--- config.mk ---
export PLATFORM = sky130hd
export DESIGN_NAME = servo_pos_ramp_flat
export DESIGN_NICKNAME = d
export VERILOG_FILES = /design/src/rtl/servo_pos_ramp_if.sv /design/src/rtl/servo_pos_ramp.sv /design/src/flat_wrapper.sv
export SDC_FILE = /design/constraint.sdc
export NUM_CORES = 1
export LEC_CHECK = 0
export ABC_AREA = 1
export CAP_MARGIN = 5
export CORE_MARGIN = 2
export CORE_UTILIZATION = 37
export CTS_BUF_LIST = sky130_fd_sc_hd__clkbuf_8
export CTS_CLUSTER_SIZE = 24
export DETAILED_ROUTE_END_ITERATION = 16
export PLACE_DENSITY_LB_ADDON = 0.3
export SYNTH_ARGS = -nofsm -noshare
export SYNTH_HDL_FRONTEND = slang
export SYNTH_SLANG_ARGS = --single-unit
--- constraint.sdc ---
create_clock -name clk -period 2.85 [get_ports clk]
set_input_delay 0.57 -clock clk [delete_from_list [all_inputs] [get_ports clk]]
set_output_delay 0.57 -clock clk [all_outputs]
set_load 0.02 [all_outputs]
--- src/rtl/servo_pos_ramp_if.sv ---
// servo_pos_ramp_if: command handshake into the position ramp.
//   cmd_pos   [9:0] requested target position (clamped to POS_MAX by the slave)
//   cmd_valid       cmd_pos is valid
//   cmd_ready       slave accepts a command this cycle
// master = command source, slave = servo_pos_ramp.
interface servo_pos_ramp_if;
  logic [9:0] cmd_pos;
  logic       cmd_valid;
  logic       cmd_ready;

  modport master (output cmd_pos, output cmd_valid, input cmd_ready);
  modport slave  (input cmd_pos, input cmd_valid, output cmd_ready);
endinterface

--- src/rtl/servo_pos_ramp.sv ---
// servo_pos_ramp: slew-rate-limited position generator for servoPWM.
// Moves pos toward the commanded target by at most STEP counts once per
// frame of FRAME_CYCLES clocks, so pos only changes on frame boundaries.
//
// Optional build macro SERVO_SWEEP_EN adds the sweep_req port and a SWEEP
// state that bounces pos between 0 and POS_MAX.
//
// Ports:
//   clk        system clock, posedge
//   rst        synchronous active-high reset
//   cmd        servo_pos_ramp_if.slave (cmd_pos / cmd_valid / cmd_ready)
//   sweep_req  level request for sweep mode (SERVO_SWEEP_EN only)
//   pos        registered position to servoPWM
//   frame_tick one-cycle pulse on the cycle pos updates
//   at_target  registered pos == target
//   busy       state is RAMP or SWEEP
module servo_pos_ramp #(
  parameter int FRAME_CYCLES = 2000000,
  parameter int STEP         = 10,
  parameter int POS_MAX      = 1000
) (
  input  logic             clk,
  input  logic             rst,
  servo_pos_ramp_if.slave  cmd,
`ifdef SERVO_SWEEP_EN
  input  logic             sweep_req,
`endif
  output logic [9:0]       pos,
  output logic             frame_tick,
  output logic             at_target,
  output logic             busy
);

  localparam logic [20:0]        FC_LAST   = 21'(FRAME_CYCLES - 1);
  localparam logic [10:0]        STEP_W    = 11'(STEP);
  localparam logic signed [10:0] STEP_S    = 11'(STEP);
  localparam logic [9:0]         STEP_P    = 10'(STEP);
  localparam logic [10:0]        POS_MAX_W = 11'(POS_MAX);
  localparam logic [9:0]         POS_MAX_P = 10'(POS_MAX);

`ifdef SERVO_SWEEP_EN
  localparam logic [1:0] S_IDLE  = 2'd0;
  localparam logic [1:0] S_RAMP  = 2'd1;
  localparam logic [1:0] S_SWEEP = 2'd2;
  logic [1:0] state, state_n;
  logic       dir, dir_n;   // 1 = up
  logic [10:0] up_sum;
`else
  localparam logic [0:0] S_IDLE = 1'b0;
  localparam logic [0:0] S_RAMP = 1'b1;
  logic [0:0] state, state_n;
`endif

  logic [20:0]        fcnt;
  logic [9:0]         target, tgt_n, pos_n, clamped;
  logic signed [10:0] diff;
  logic               tick, accept;

  assign cmd.cmd_ready = ~rst;
  assign busy          = (state != S_IDLE);
  assign tick          = (fcnt == FC_LAST);
  assign accept        = cmd.cmd_valid & cmd.cmd_ready;
  assign clamped       = ({1'b0, cmd.cmd_pos} > POS_MAX_W) ? POS_MAX_P : cmd.cmd_pos;
  // 11-bit signed so a full-stroke difference never wraps
  assign diff          = $signed({1'b0, target}) - $signed({1'b0, pos});
`ifdef SERVO_SWEEP_EN
  assign up_sum        = {1'b0, pos} + STEP_W;
`endif

  always_comb begin
    pos_n   = pos;
    tgt_n   = target;
    state_n = state;
`ifdef SERVO_SWEEP_EN
    dir_n   = dir;
`endif
    // Frame step always uses the target held before this cycle's command.
    if (tick) begin
      if (state == S_RAMP) begin
        if (diff > STEP_S)       pos_n = pos + STEP_P;
        else if (diff < -STEP_S) pos_n = pos - STEP_P;
        else                     pos_n = target;
      end
`ifdef SERVO_SWEEP_EN
      else if (state == S_SWEEP) begin
        if (dir) begin
          if (up_sum >= POS_MAX_W) begin
            pos_n = POS_MAX_P;
            dir_n = 1'b0;
          end else begin
            pos_n = up_sum[9:0];
          end
        end else begin
          if ({1'b0, pos} <= STEP_W) begin
            pos_n = '0;
            dir_n = 1'b1;
          end else begin
            pos_n = pos - STEP_P;
          end
        end
      end
`endif
    end

    // Mode selection: a command beats sweep_req; the next state is judged
    // against the post-step position so a tick/command collision keeps ramping.
    if (accept) begin
      tgt_n   = clamped;
      state_n = (pos_n != clamped) ? S_RAMP : S_IDLE;
    end
`ifdef SERVO_SWEEP_EN
    else if (state == S_SWEEP) begin
      tgt_n   = pos_n;
      state_n = sweep_req ? S_SWEEP : S_IDLE;
    end
    else if (sweep_req) begin
      tgt_n   = pos_n;
      state_n = S_SWEEP;
      dir_n   = 1'b1;
    end
`endif
    else begin
      state_n = (pos_n != target) ? S_RAMP : S_IDLE;
    end
  end

  always_ff @(posedge clk) begin
    if (rst) begin
      fcnt       <= '0;
      pos        <= '0;
      target     <= '0;
      state      <= S_IDLE;
      frame_tick <= 1'b0;
      at_target  <= 1'b1;
`ifdef SERVO_SWEEP_EN
      dir        <= 1'b1;
`endif
    end else begin
      fcnt       <= tick ? '0 : fcnt + 21'd1;
      pos        <= pos_n;
      target     <= tgt_n;
      state      <= state_n;
      frame_tick <= tick;
      at_target  <= (pos_n == tgt_n);
`ifdef SERVO_SWEEP_EN
      dir        <= dir_n;
`endif
    end
  end

endmodule

--- src/flat_wrapper.sv ---
// flat-port wrapper written by rule: the top's interface ports become plain ports
module servo_pos_ramp_flat 
#(
  parameter int FRAME_CYCLES = 2000000,
  parameter int STEP         = 10,
  parameter int POS_MAX      = 1000
)
  (clk, rst, pos, frame_tick, at_target, busy, cmd_cmd_pos, cmd_cmd_valid, cmd_cmd_ready);
  servo_pos_ramp_if cmd_i ();
  input  logic clk;
  input  logic rst;
  output logic [9:0] pos;
  output logic frame_tick;
  output logic at_target;
  output logic busy;
  input wire logic [$bits(cmd_i.cmd_pos)-1:0] cmd_cmd_pos;
  input wire logic [$bits(cmd_i.cmd_valid)-1:0] cmd_cmd_valid;
  output wire logic [$bits(cmd_i.cmd_ready)-1:0] cmd_cmd_ready;
  assign cmd_i.cmd_pos = cmd_cmd_pos;
  assign cmd_i.cmd_valid = cmd_cmd_valid;
  assign cmd_cmd_ready = cmd_i.cmd_ready;
  servo_pos_ramp #(.FRAME_CYCLES(FRAME_CYCLES), .STEP(STEP), .POS_MAX(POS_MAX)) u_core (.clk(clk), .rst(rst), .cmd(cmd_i), .pos(pos), .frame_tick(frame_tick), .at_target(at_target), .busy(busy));
endmodule
==> results_tabular.tex, run 1 <==
\begin{tabular}{lr}
\hline
Metric & Value \\
\hline
\multicolumn{2}{l}{\textbf{Outcome}} \\
Status & finished clean \\
\multicolumn{2}{l}{\textbf{Timing}} \\
Achievable clock frequency & 351 MHz \\
Final Critical Period & 2.85 ns \\
WHS & 0.465 ns \\
Slew at the pin closest to its max-slew limit & 0.549 ns \\
Number of pins with negative max-slew slack in the final report & 0 \\
Total of endpoints with negative setup slack in the final report & 0 \\
Crit share post-route & 100\% \\
Worst slew margin relative to its limit & 63.3\% \\
Unrepaired setup endpoints after global routing & true \\
Worst-case clock skew & 0.00976 ns \\
Final hold violation count & 0 \\
\multicolumn{2}{l}{\textbf{Critical path}} \\
Data arrival, critical path & 3.02 ns \\
Startpoint kind of the worst setup timing path & flip-flop \\
Cell type of the slowest stage on the worst timing path & sky130\_fd\_sc\_hd\_\_fa\_2 \\
Stage delay of the slowest cell on the critical path & 0.57 ns \\
Dominant cell type by count on the critical path & sky130\_fd\_sc\_hd\_\_nand2\_1 \\
Family of cells with the greatest summed delay on the critical path & simple AND/OR/NAND/NOR gates \\
Largest fanout of any net on the critical path & 8 \\
Setup slack, reg-to-reg & 0.0002 ns \\
Start-to-end type of the worst setup path & reg -> reg \\
Critical-path cell list & inv\_2, ha\_4, inv\_2, fa\_2, inv\_1, o21ai\_1, nand3\_1, nand3\_2, nor2\_4, nand3\_4, nand2\_8, buf\_8, or2\_1, nand3\_4, nand2\_1, nand2\_1, nand2\_1, nor2\_1, nand2\_1, nor2\_1, nor2\_1 \\
Number of buffer and inverter instances along the worst setup path & 4 \\
Data required, critical path & 3.02 ns \\
Critical Path End Type & flip-flop \\
\multicolumn{2}{l}{\textbf{Clock network}} \\
Clock sink count & 44 \\
Clock Pin Slew Worst Setup and Hold Paths & 0.09 ns \\
Cell chosen for the clock root & sky130\_fd\_sc\_hd\_\_clkbuf\_8 \\
CTS hold repair buffers & 0 \\
Longest Clk Path Bufs & 2 \\
Deepest level of the CTS H-tree & 2 \\
TritonCTS clock tree & done \\
Clock latency at the later pin of the worst-skew pair & 0.29 ns \\
Clock buffer count from CTS & 5 \\
\multicolumn{2}{l}{\textbf{Global routing}} \\
Wire length of the first global-routing pass & 14.1 mm \\
Pin count of the biggest net entering global routing & 23 \\
Vias in the first global route & 2978 \\
Overall global routing resource usage & 17.6\% \\
Number of antenna violations at the first check in global routing & 0 \\
Gr ovfl total & 0 \\
\multicolumn{2}{l}{\textbf{Power}} \\
Power per standard cell area & 391 nW/um2 \\
Leakage & 1.89 nW \\
Post-route total power & 1.65 mW \\
Peak VDD IR & 0.000436 V \\
\multicolumn{2}{l}{\textbf{Floorplanning}} \\
Die H & 97.9 um \\
Overall die area & 9580 um2 \\
Placeable core region & 8640 um2 \\
Number of rows created at floorplan & 34 \\
Effective utilization at floorplan & 37.8\% \\
Number of I/O pins & 27 \\
Horizontal extent of the die & 97.9 um \\
\multicolumn{2}{l}{\textbf{Run}} \\
Total of max-cap violations & 0 \\
\multicolumn{2}{l}{\textbf{Routing}} \\
Number of vias per cell after detailed routing & 4.98 \\
Residual antenna-violating net count after detailed routing & 0 \\
Wirelength per Cell & 12.8 um \\
Number of vias in the routed layout & 3394 \\
Number of DRC violations after detailed routing & 0 \\
Final WL & 8.70 mm \\
Iteration count of the initial detailed-routing pass & 7 \\
Initial detailed-routing violation count & 242 \\
\multicolumn{2}{l}{\textbf{Placement}} \\
Final RePlAce weighted congestion & 0.901 \\
Total of buffers placed on input and output ports & 26 \\
Detailed placer's ending HPWL & 6.81 mm \\
\multicolumn{2}{l}{\textbf{Synth}} \\
Number of different library cells in the post-synthesis netlist & 44 \\
Dominant cells by area after synthesis & sky130\_fd\_sc\_hd\_\_dfxtp\_1 27\%, sky130\_fd\_sc\_hd\_\_nand2\_1 15\%, sky130\_fd\_sc\_hd\_\_inv\_1 8.4\%, sky130\_fd\_sc\_hd\_\_nor2\_1 6.8\%, sky130\_fd\_sc\_hd\_\_nand3\_1 6.6\% \\
Cell with the most instances after synthesis & sky130\_fd\_sc\_hd\_\_nand2\_1 \\
Nets in the synthesized netlist & 536 \\
Synthesized cell area & 3260 um2 \\
Post-Syn Area per Cell & 6.41 um2 \\
Fraction of the yosys area taken by sequential cells & 27.0\% \\
Post-synth top area cell & sky130\_fd\_sc\_hd\_\_dfxtp\_1 \\
Yosys reg bits & 44 \\
Most frequently used flop master after synthesis & sky130\_fd\_sc\_hd\_\_dfxtp\_1 \\
EDFF count, synth & 0 \\
Share of async-settable or async-resettable flops after synthesis & 0\% \\
Synth Instances & 509 \\
Area share of the leading cell type in the synthesized netlist & 27.0\% \\
Yosys synthesis warning count & 0 \\
Leading post-synthesis cells by instance count & 131 x sky130\_fd\_sc\_hd\_\_nand2\_1, 73 x sky130\_fd\_sc\_hd\_\_inv\_1, 59 x sky130\_fd\_sc\_hd\_\_nor2\_1, 44 x sky130\_fd\_sc\_hd\_\_dfxtp\_1, 43 x sky130\_fd\_sc\_hd\_\_nand3\_1 \\
\multicolumn{2}{l}{\textbf{Layout}} \\
Nets & 599 \\
ANT cells & 0 \\
Fraction of layout instances using a drive strength above 1 & 20.4\% \\
Area Overhead vs Synth & 29.1\% \\
\multicolumn{2}{l}{\textbf{Worst hold path}} \\
Class of the tightest hold or removal check & reg -> reg \\
\hline
\end{tabular}
==> worst paths after layout <==
path | depth (start not counted) | startpoint | end
setup / recovery | 21 | u_core.target[0] | u_core.busy
hold reg to reg | 2 | u_core.fcnt[20] | u_core.fcnt[20]
setup reg to reg | 21 | u_core.target[0] | u_core.busy
hold / removal | 2 | u_core.fcnt[20] | u_core.fcnt[20]
==> power breakdown <==
group	switching (mW)	internal [mW]
clock	0.218	0.287
sequential	0.0135	0.628
combinational	0.284	0.218
total	0.515	1.13
==> per-stage QoR <==
step	util (%)	TNS (ns)	instance area, um2	std cells	setup WS, ns
2_1_floorplan	-	0	3260	509	0.0220
3_3_place_gp	44.3	0	3820	664	0.0187
3_5_place_dp	44.3	-0.0844	3820	664	-0.0739
4_1_cts	46.0	0	3970	673	0.00136
5_1_grt	48.8	-0.298	4210	681	-0.176
6_report	48.8	0	4210	681	0.000151
==> registers in the layout, indices dropped and copies added, names as in the netlist <==
name and cells:
u_core.at_target 1, u_core.busy 1, u_core.fcnt 21, u_core.frame_tick 1
u_core.pos 10, u_core.target 10
==> routing by layer <==
| layer | GRT usage (%) | wire length, um | share of wire [%] | up-vias |
|---|---|---|---|---|
| met5 | 0 | 0 | 0 | - |
| met4 | 4.91 | 182 | 2.1 | 0 |
| met3 | 2.36 | 513 | 5.9 | 14 |
| met2 | 26.7 | 3730 | 43 | 113 |
| met1 | 26.2 | 4280 | 49 | 1508 |
| li1 | - | - | - | 1759 |
==> logic make-up (layout without fill, tap and decap cells) <==
kind of cell / Yosys count / after routing / synth area share (%)
AOI/OAI and AO/OA: 46 / 46 / 8.25
xor gates and xnor gates: 15 / 15 / 4.03
adders and majority gates: 14 / 14 / 5.60
buffers and inverters: 86 / 150 / 10.7
DFF: 44 / 44 / 27.0
muxes: 1 / 1 / 0.307
and+or+nand+nor: 303 / 303 / 44.1
==> layout by cell type (no fill, tap or decap), types with 2 or more instances in the layout <==
cell type / instances
sky130_fd_sc_hd__a21oi_1: 22
sky130_fd_sc_hd__a21oi_4: 2
sky130_fd_sc_hd__a31oi_1: 6
sky130_fd_sc_hd__buf_4: 35
sky130_fd_sc_hd__buf_6: 3
sky130_fd_sc_hd__clkbuf_8: 6
sky130_fd_sc_hd__clkdlybuf4s50_1: 26
sky130_fd_sc_hd__dfxtp_1: 42
sky130_fd_sc_hd__dfxtp_2: 2
sky130_fd_sc_hd__ha_1: 7
sky130_fd_sc_hd__ha_2: 3
sky130_fd_sc_hd__ha_4: 3
sky130_fd_sc_hd__inv_1: 70
sky130_fd_sc_hd__inv_2: 6
sky130_fd_sc_hd__nand2_1: 122
sky130_fd_sc_hd__nand2_2: 14
sky130_fd_sc_hd__nand2_4: 2
sky130_fd_sc_hd__nand3_1: 36
sky130_fd_sc_hd__nand3_2: 17
sky130_fd_sc_hd__nand3_4: 3
sky130_fd_sc_hd__nand3b_1: 6
sky130_fd_sc_hd__nand4_1: 7
sky130_fd_sc_hd__nor2_1: 56
sky130_fd_sc_hd__nor2_2: 4
sky130_fd_sc_hd__nor2_4: 3
sky130_fd_sc_hd__nor3_1: 13
sky130_fd_sc_hd__nor3b_1: 4
sky130_fd_sc_hd__nor4_1: 5
sky130_fd_sc_hd__o21ai_0: 9
sky130_fd_sc_hd__o21ai_1: 2
sky130_fd_sc_hd__or2_2: 4
sky130_fd_sc_hd__xnor2_1: 2
sky130_fd_sc_hd__xor2_1: 13
==> cell type report <==
type,instances,area (um2)
Sequential cell,44,883
Inverter,77,297
Tap cell,108,135
Timing Repair Buffer,65,572
Multi-Input combinational cell,379,2200
Fill cell,829,4420
Clock inverter,2,38.8
Clock buffer,6,82.6
==> worst min-delay path, delay by kind of cell, from the launching register on <==
kind             cells  cell delay [ns]
AO/OA/AOI/OAI        1             0.05
AND/OR/NAND/NOR      1             0.06
flip-flops           1             0.32
==> what timing repair did <==
item / in CTS / in global routing
buffers inserted: 1 / 8
pin swaps: 2 / 24
hold endpoints to repair: 0 / 0
resized for setup: 4 / 48
setup endpoints to repair: 2 / 2
Note: power is estimated with default switching activity, not from simulation.
==> run 2, diff against run 1 <==
Settings changed: CORE_UTILIZATION 37 to 55.
==> run 2 against run 1 <==
Effect of this change:
- the flow now finishes with violations (negative setup slack)
- hold slack gained 0.0017 ns
- die area shrank 32%
- worst setup slack lost 0.13 ns
- wire length grew 5.6%
- final cell count shrank 5.6%
- utilization grew 21 points
- global-route usage grew 11 points
- fmax shrank 4.5%
- combinational power shrank 4.2%
- critical path type unchanged
==> results_tabular.tex, run 2 (synthesis gave the netlist of run 1 again) <==
\begin{tabular}{lr}
\hline
Metric & Value \\
\hline
\multicolumn{2}{l}{\textbf{Outcome}} \\
Status & finished with violations \\
Failing checks & negative setup slack \\
\multicolumn{2}{l}{\textbf{Timing}} \\
Final Critical Period & 2.98 ns \\
Number of pins with negative max-slew slack in the final report & 0 \\
Worst slew margin relative to its limit & 54.6\% \\
Crit path setup slack, layout & -0.134 ns \\
Achievable clock frequency & 335 MHz \\
Total of endpoints with negative setup slack in the final report & 2 \\
Worst-case clock skew & 0.00600 ns \\
Unrepaired setup endpoints after global routing & true \\
Final hold violation count & 0 \\
Crit share post-route & 105\% \\
Slew at the pin closest to its max-slew limit & 0.679 ns \\
\multicolumn{2}{l}{\textbf{Critical path}} \\
Largest fanout of any net on the critical path & 5 \\
Data required, critical path & 3.04 ns \\
Critical Path End Type & flip-flop \\
Data arrival, critical path & 3.18 ns \\
Crit. Startpoint & u\_core.target[0] \\
Worst R2R Start & u\_core.target[0] \\
Startpoint kind of the worst setup timing path & flip-flop \\
Start-to-end type of the worst setup path & reg -> reg \\
\multicolumn{2}{l}{\textbf{Power}} \\
Sequential Power Share & 42.6\% \\
Power per standard cell area & 373 nW/um2 \\
Leakage & 1.85 nW \\
Share of total power consumed by net switching & 34.1\% \\
Net switching component of the power & 515 uW \\
Pint & 995 uW \\
Clock power share & 25.6\% \\
Peak VDD IR & 0.000386 V \\
Post-route total power & 1.51 mW \\
Share of power burned in combinational logic & 31.9\% \\
\multicolumn{2}{l}{\textbf{Routing}} \\
Residual antenna-violating net count after detailed routing & 0 \\
Final WL & 9.19 mm \\
Initial detailed-routing violation count & 351 \\
Wirelength per Cell & 14.3 um \\
Number of DRC violations after detailed routing & 0 \\
Number of vias per cell after detailed routing & 5.41 \\
Number of vias in the routed layout & 3480 \\
Iteration count of the initial detailed-routing pass & 5 \\
\multicolumn{2}{l}{\textbf{Floorplanning}} \\
Die H & 81.0 um \\
Number of I/O pins & 27 \\
Number of rows created at floorplan & 28 \\
Effective utilization at floorplan & 56.1\% \\
Horizontal extent of the die & 81.0 um \\
Placeable core region & 5820 um2 \\
Overall die area & 6560 um2 \\
\multicolumn{2}{l}{\textbf{Global routing}} \\
Gr ovfl total & 0 \\
Wire length of the first global-routing pass & 14.5 mm \\
Overall global routing resource usage & 28.3\% \\
Pin count of the biggest net entering global routing & 23 \\
Vias in the first global route & 3107 \\
Number of antenna violations at the first check in global routing & 0 \\
\multicolumn{2}{l}{\textbf{Layout}} \\
Flip-flop count of the largest register, all copies and words added & 21 \\
ANT cells & 0 \\
Number of fill cells & 481 \\
Share of the core filled with cells & 69.6\% \\
Commonest non-fill, non-tap cell in the layout & sky130\_fd\_sc\_hd\_\_nand2\_1 \\
Top register by number of flip-flops & u\_core.fcnt \\
Nets & 595 \\
Most frequent cells in the layout & 121 x sky130\_fd\_sc\_hd\_\_nand2\_1, 71 x sky130\_fd\_sc\_hd\_\_inv\_1, 58 x sky130\_fd\_sc\_hd\_\_nor2\_1, 42 x sky130\_fd\_sc\_hd\_\_dfxtp\_1, 41 x sky130\_fd\_sc\_hd\_\_nand3\_1 \\
Largest registers & u\_core.fcnt x21, u\_core.pos x10, u\_core.target x10 \\
Area Overhead vs Synth & 24.1\% \\
Fraction of layout instances using a drive strength above 1 & 18.3\% \\
\multicolumn{2}{l}{\textbf{Placement}} \\
Total of buffers placed on input and output ports & 26 \\
Final RePlAce weighted congestion & 0.998 \\
Detailed placer's ending HPWL & 6.82 mm \\
\multicolumn{2}{l}{\textbf{Clock network}} \\
Clock buffer count from CTS & 5 \\
Clock latency at the later pin of the worst-skew pair & 0.30 ns \\
Deepest level of the CTS H-tree & 2 \\
Clock sink count & 44 \\
CTS hold repair buffers & 0 \\
Cell chosen for the clock root & sky130\_fd\_sc\_hd\_\_clkbuf\_8 \\
TritonCTS clock tree & done \\
Longest Clk Path Bufs & 2 \\
Clock Pin Slew Worst Setup and Hold Paths & 0.09 ns \\
\multicolumn{2}{l}{\textbf{Worst hold path}} \\
Min-delay src & u\_core.fcnt[3] \\
Class of the tightest hold or removal check & reg -> reg \\
\multicolumn{2}{l}{\textbf{Run}} \\
Total of max-cap violations & 0 \\
\hline
\end{tabular}
[run 2: layer usage]
layer / up-vias / routed length, um / track usage (%)
li1: 1746 / - / -
met1: 1569 / 4030 / 39.3
met2: 143 / 4260 / 46.4
met3: 22 / 718 / 4.33
met4: 0 / 174 / 6.10
met5: - / 0 / 0
[run 2: path summary, 6_finish.rpt]
| check | to | slack, ns | cells past startpoint |
|---|---|---|---|
| setup / recovery | u_core.busy | -0.13 | 24 |
| hold / removal | u_core.fcnt[3] | 0.47 | 2 |
| setup reg to reg | u_core.busy | -0.13 | 24 |
| hold reg to reg | u_core.fcnt[3] | 0.47 | 2 |
[run 2: per-stage QoR]
| stage | hold WS, ns | worst slack, ns | instances | TNS (ns) | instance area [um2] |
|---|---|---|---|---|---|
| final | 0.466 | -0.134 | 643 | -0.227 | 4050 |
| after global routing | 0.497 | -0.334 | 643 | -0.653 | 4050 |
| after CTS | 0.470 | 0.00191 | 639 | 0 | 3920 |
| after detailed placement | 0.457 | -0.113 | 626 | -0.206 | 3750 |
| after global placement | 0.446 | -0.0506 | 626 | -0.0814 | 3750 |
| after floorplan | 0.430 | 0.0220 | 509 | 0 | 3260 |
[run 2: repair_timing]
action | 4_1_cts | 5_1_grt
buffers inserted | 6 | 4
resized for setup | 9 | 24
endpoints found under the setup margin | 2 | 3
pin swaps | 6 | 20
[run 2: power by group through the flow]
stage | Clock, mW | Sequential [mW] | Combinational [mW]
2_1_floorplan | 0 | 0.653 | 0.303
3_3_place_gp | 0 | 0.654 | 0.378
3_5_place_dp | 0 | 0.655 | 0.390
4_1_cts | 0.389 | 0.640 | 0.445
5_1_grt | 0.415 | 0.644 | 0.524
6_report | 0.386 | 0.643 | 0.481
[run 2: final cells by class]
cell class	instances	area [um2]	share of cell area (%)
Clock buffer	5	68.8	1.70
Sequential cell	44	883	21.8
Multi-Input combinational cell	379	2150	53.2
Timing Repair Buffer	61	543	13.4
Inverter	77	292	7.20
Tap cell	75	93.8	2.32
Clock inverter	2	12.5	0.309
[run 2: worst max-delay path, stage by stage (launching register included)]
cell and delay (ns):
sky130_fd_sc_hd__dfxtp_2 0.32, sky130_fd_sc_hd__inv_2 0.06, sky130_fd_sc_hd__ha_4 0.12, sky130_fd_sc_hd__inv_2 0.04, sky130_fd_sc_hd__fa_2 0.41, sky130_fd_sc_hd__nand2_4 0.09
sky130_fd_sc_hd__nand2_4 0.07, sky130_fd_sc_hd__nand4_1 0.12, sky130_fd_sc_hd__nand2_1 0.08, sky130_fd_sc_hd__nand2_1 0.08, sky130_fd_sc_hd__nand2_2 0.07, sky130_fd_sc_hd__a21oi_4 0.21
sky130_fd_sc_hd__o21ai_4 0.10, sky130_fd_sc_hd__buf_6 0.15, sky130_fd_sc_hd__buf_12 0.13, sky130_fd_sc_hd__nand2_1 0.05, sky130_fd_sc_hd__nand3_1 0.09, sky130_fd_sc_hd__nand3_2 0.09
sky130_fd_sc_hd__nand2_2 0.06, sky130_fd_sc_hd__nand2_1 0.06, sky130_fd_sc_hd__nand2_1 0.07, sky130_fd_sc_hd__nor2_1 0.11, sky130_fd_sc_hd__nand2_1 0.11, sky130_fd_sc_hd__nor2_1 0.14
sky130_fd_sc_hd__nor2_1 0.05
==> run 3, diff against run 2 <==
Settings changed: CORE_MARGIN 2 to 5, SKIP_LAST_GASP from default to 1.
==> run 3 against run 2 <==
Effect of this change:
- the flow now finishes without violations
- non-clock buffer count down 12
- register-to-register slack better by 0.14 ns
- global-route usage is 5.2 points lower
- first-iteration DRC count is 37% lower
- critical path depth fell by 1
- count of clock-buffer cells in the layout stayed put
- power is 0.83% higher
- hold slack barely moved
- design area increased by 0.46%
- sequential power barely moved
- combinational power is 5.8% lower
- highest routed layer unchanged
==> results_tabular.tex, run 3 (synthesis gave the netlist of run 1 again) <==
\begin{tabular}{lr}
\hline
Metric & Value \\
\hline
\multicolumn{2}{l}{\textbf{Worst hold path}} \\
Class of the tightest hold or removal check & reg -> reg \\
\multicolumn{2}{l}{\textbf{Placement}} \\
Inst Count DP & 620 \\
Detailed placer's ending HPWL & 6.59 mm \\
Final RePlAce weighted congestion & 0.893 \\
Total of buffers placed on input and output ports & 26 \\
Placed cell area & 3700 um2 \\
\multicolumn{2}{l}{\textbf{Power}} \\
Peak VDD IR & 0.000363 V \\
Power per standard cell area & 374 nW/um2 \\
Leakage & 1.80 nW \\
\multicolumn{2}{l}{\textbf{Floorplanning}} \\
Placeable core region & 5850 um2 \\
Horizontal extent of the die & 87.0 um \\
Number of I/O pins & 27 \\
Die H & 87.0 um \\
Effective utilization at floorplan & 55.8\% \\
Number of rows created at floorplan & 28 \\
Overall die area & 7570 um2 \\
\multicolumn{2}{l}{\textbf{Global routing}} \\
Number of antenna violations at the first check in global routing & 0 \\
Overall global routing resource usage & 23.1\% \\
Gr ovfl total & 0 \\
Wire length of the first global-routing pass & 14.1 mm \\
Vias in the first global route & 3251 \\
Pin count of the biggest net entering global routing & 23 \\
\multicolumn{2}{l}{\textbf{Layout}} \\
Share of the core filled with cells & 69.5\% \\
Fraction of layout instances using a drive strength above 1 & 21.1\% \\
Final Cell Area & 4070 um2 \\
Commonest non-fill, non-tap cell in the layout & sky130\_fd\_sc\_hd\_\_nand2\_1 \\
Top register by number of flip-flops & u\_core.fcnt \\
ANT cells & 0 \\
Nets & 584 \\
Area Overhead vs Synth & 24.7\% \\
Most frequent cells in the layout & 110 x sky130\_fd\_sc\_hd\_\_nand2\_1, 70 x sky130\_fd\_sc\_hd\_\_inv\_1, 53 x sky130\_fd\_sc\_hd\_\_nor2\_1, 40 x sky130\_fd\_sc\_hd\_\_nand3\_1, 40 x sky130\_fd\_sc\_hd\_\_dfxtp\_1 \\
Largest registers & u\_core.fcnt x21, u\_core.pos x10, u\_core.target x10 \\
Number of non-filler instances in the completed layout & 633 \\
Flip-flop count of the largest register, all copies and words added & 21 \\
\multicolumn{2}{l}{\textbf{Clock network}} \\
CTS hold repair buffers & 0 \\
Cell chosen for the clock root & sky130\_fd\_sc\_hd\_\_clkbuf\_8 \\
Clock latency at the later pin of the worst-skew pair & 0.31 ns \\
Clock sink count & 44 \\
Clock buffer count from CTS & 5 \\
TritonCTS clock tree & done \\
Clock Pin Slew Worst Setup and Hold Paths & 0.10 ns \\
Deepest level of the CTS H-tree & 2 \\
Longest Clk Path Bufs & 2 \\
\multicolumn{2}{l}{\textbf{Routing}} \\
Number of DRC violations after detailed routing & 0 \\
Residual antenna-violating net count after detailed routing & 0 \\
Initial detailed-routing violation count & 221 \\
Number of vias per cell after detailed routing & 5.43 \\
Iteration count of the initial detailed-routing pass & 6 \\
Wirelength per Cell & 14.4 um \\
Number of vias in the routed layout & 3439 \\
Final WL & 9.14 mm \\
\multicolumn{2}{l}{\textbf{Timing}} \\
WHS & 0.467 ns \\
Number of pins with negative max-slew slack in the final report & 0 \\
Slew at the pin closest to its max-slew limit & 0.671 ns \\
Achievable clock frequency & 352 MHz \\
Crit share post-route & 99.8\% \\
Final hold violation count & 0 \\
Final Critical Period & 2.84 ns \\
Worst-case clock skew & 0.0102 ns \\
Unrepaired setup endpoints after global routing & true \\
Total of endpoints with negative setup slack in the final report & 0 \\
Worst slew margin relative to its limit & 55.1\% \\
\multicolumn{2}{l}{\textbf{Run}} \\
Total of max-cap violations & 0 \\
\multicolumn{2}{l}{\textbf{Critical path}} \\
Stage delay of the slowest cell on the critical path & 0.38 ns \\
Data required, critical path & 3.05 ns \\
Largest fanout of any net on the critical path & 6 \\
Critical-path cell list & inv\_2, ha\_4, inv\_2, fa\_2, nand2\_4, nand2\_4, nand3\_2, nand2\_1, nand2\_1, nand2\_1, nor2\_2, nand3\_1, o21ai\_2, buf\_6, inv\_2, nand2\_1, nand3\_2, nand3b\_1, nand2\_1, nor2\_2, nand3\_2, nor2\_1, nor2\_1 \\
Startpoint kind of the worst setup timing path & flip-flop \\
Start-to-end type of the worst setup path & reg -> reg \\
Data arrival, critical path & 3.05 ns \\
Cell type of the slowest stage on the worst timing path & sky130\_fd\_sc\_hd\_\_fa\_2 \\
Critical Path End Type & flip-flop \\
Dominant cell type by count on the critical path & sky130\_fd\_sc\_hd\_\_nand2\_1 \\
\multicolumn{2}{l}{\textbf{Outcome}} \\
Status & finished clean \\
\hline
\end{tabular}
run 3: critical path: cells and delay by family (launching register included):
family          cells  cell delay (ns)
compound gates      1             0.21
simple gates       16             1.38
flops               1             0.32
buf+inv             4             0.33
fa+ha+maj           2             0.51
run 3: final cells by class:
cell class | instances | area (um2)
inverters | 77 | 292
repair buffers | 49 | 440
flip-flops and latches | 44 | 886
fillers | 487 | 1780
well taps | 75 | 93.8
multi-input cells | 380 | 2260
clock buffers | 5 | 68.8
clock inverters | 3 | 25.0
run 3: stage by stage:
step / total power [mW] / TNS, ns / setup slack, ns
2_1_floorplan: 0.956 / 0 / 0.0220
3_3_place_gp: 1.03 / 0 / 0.0935
3_5_place_dp: 1.03 / -0.0280 / -0.0280
4_1_cts: 1.46 / 0 / 0.0280
5_1_grt: 1.59 / -0.232 / -0.148
6_report: 1.52 / 0 / 0.00576
run 3: repair_timing:
action	in CTS	in global routing
resized for setup	2	59
endpoints found under the hold margin	0	0
pin swaps	1	27
buffers inserted	0	4
cloned	0	1
endpoints found under the setup margin	1	2
run 3: final timing paths:
kind,from,slack (ns),endpoint,depth (start not counted)
setup / recovery,u_core.target[0],0.006,u_core.busy,23
hold / removal,u_core.fcnt[20],0.47,u_core.fcnt[20],2
setup reg to reg,u_core.target[0],0.006,u_core.busy,23
hold reg to reg,u_core.fcnt[20],0.47,u_core.fcnt[20],2
run 3: layer usage:
layer  routed length, um  vias up  track usage, %
met5                   0        -               0
met4                 323        0            11.2
met3                 370       24            2.37
met2                4630       97            40.9
met1                3810     1590            27.7
li1                    -     1728               -
run 3: power by group:
part,total [mW],internal (mW),switching (mW)
logic,0.453,0.176,0.277
clock network,0.424,0.179,0.245
registers,0.645,0.629,0.0160
total,1.52,0.984,0.538
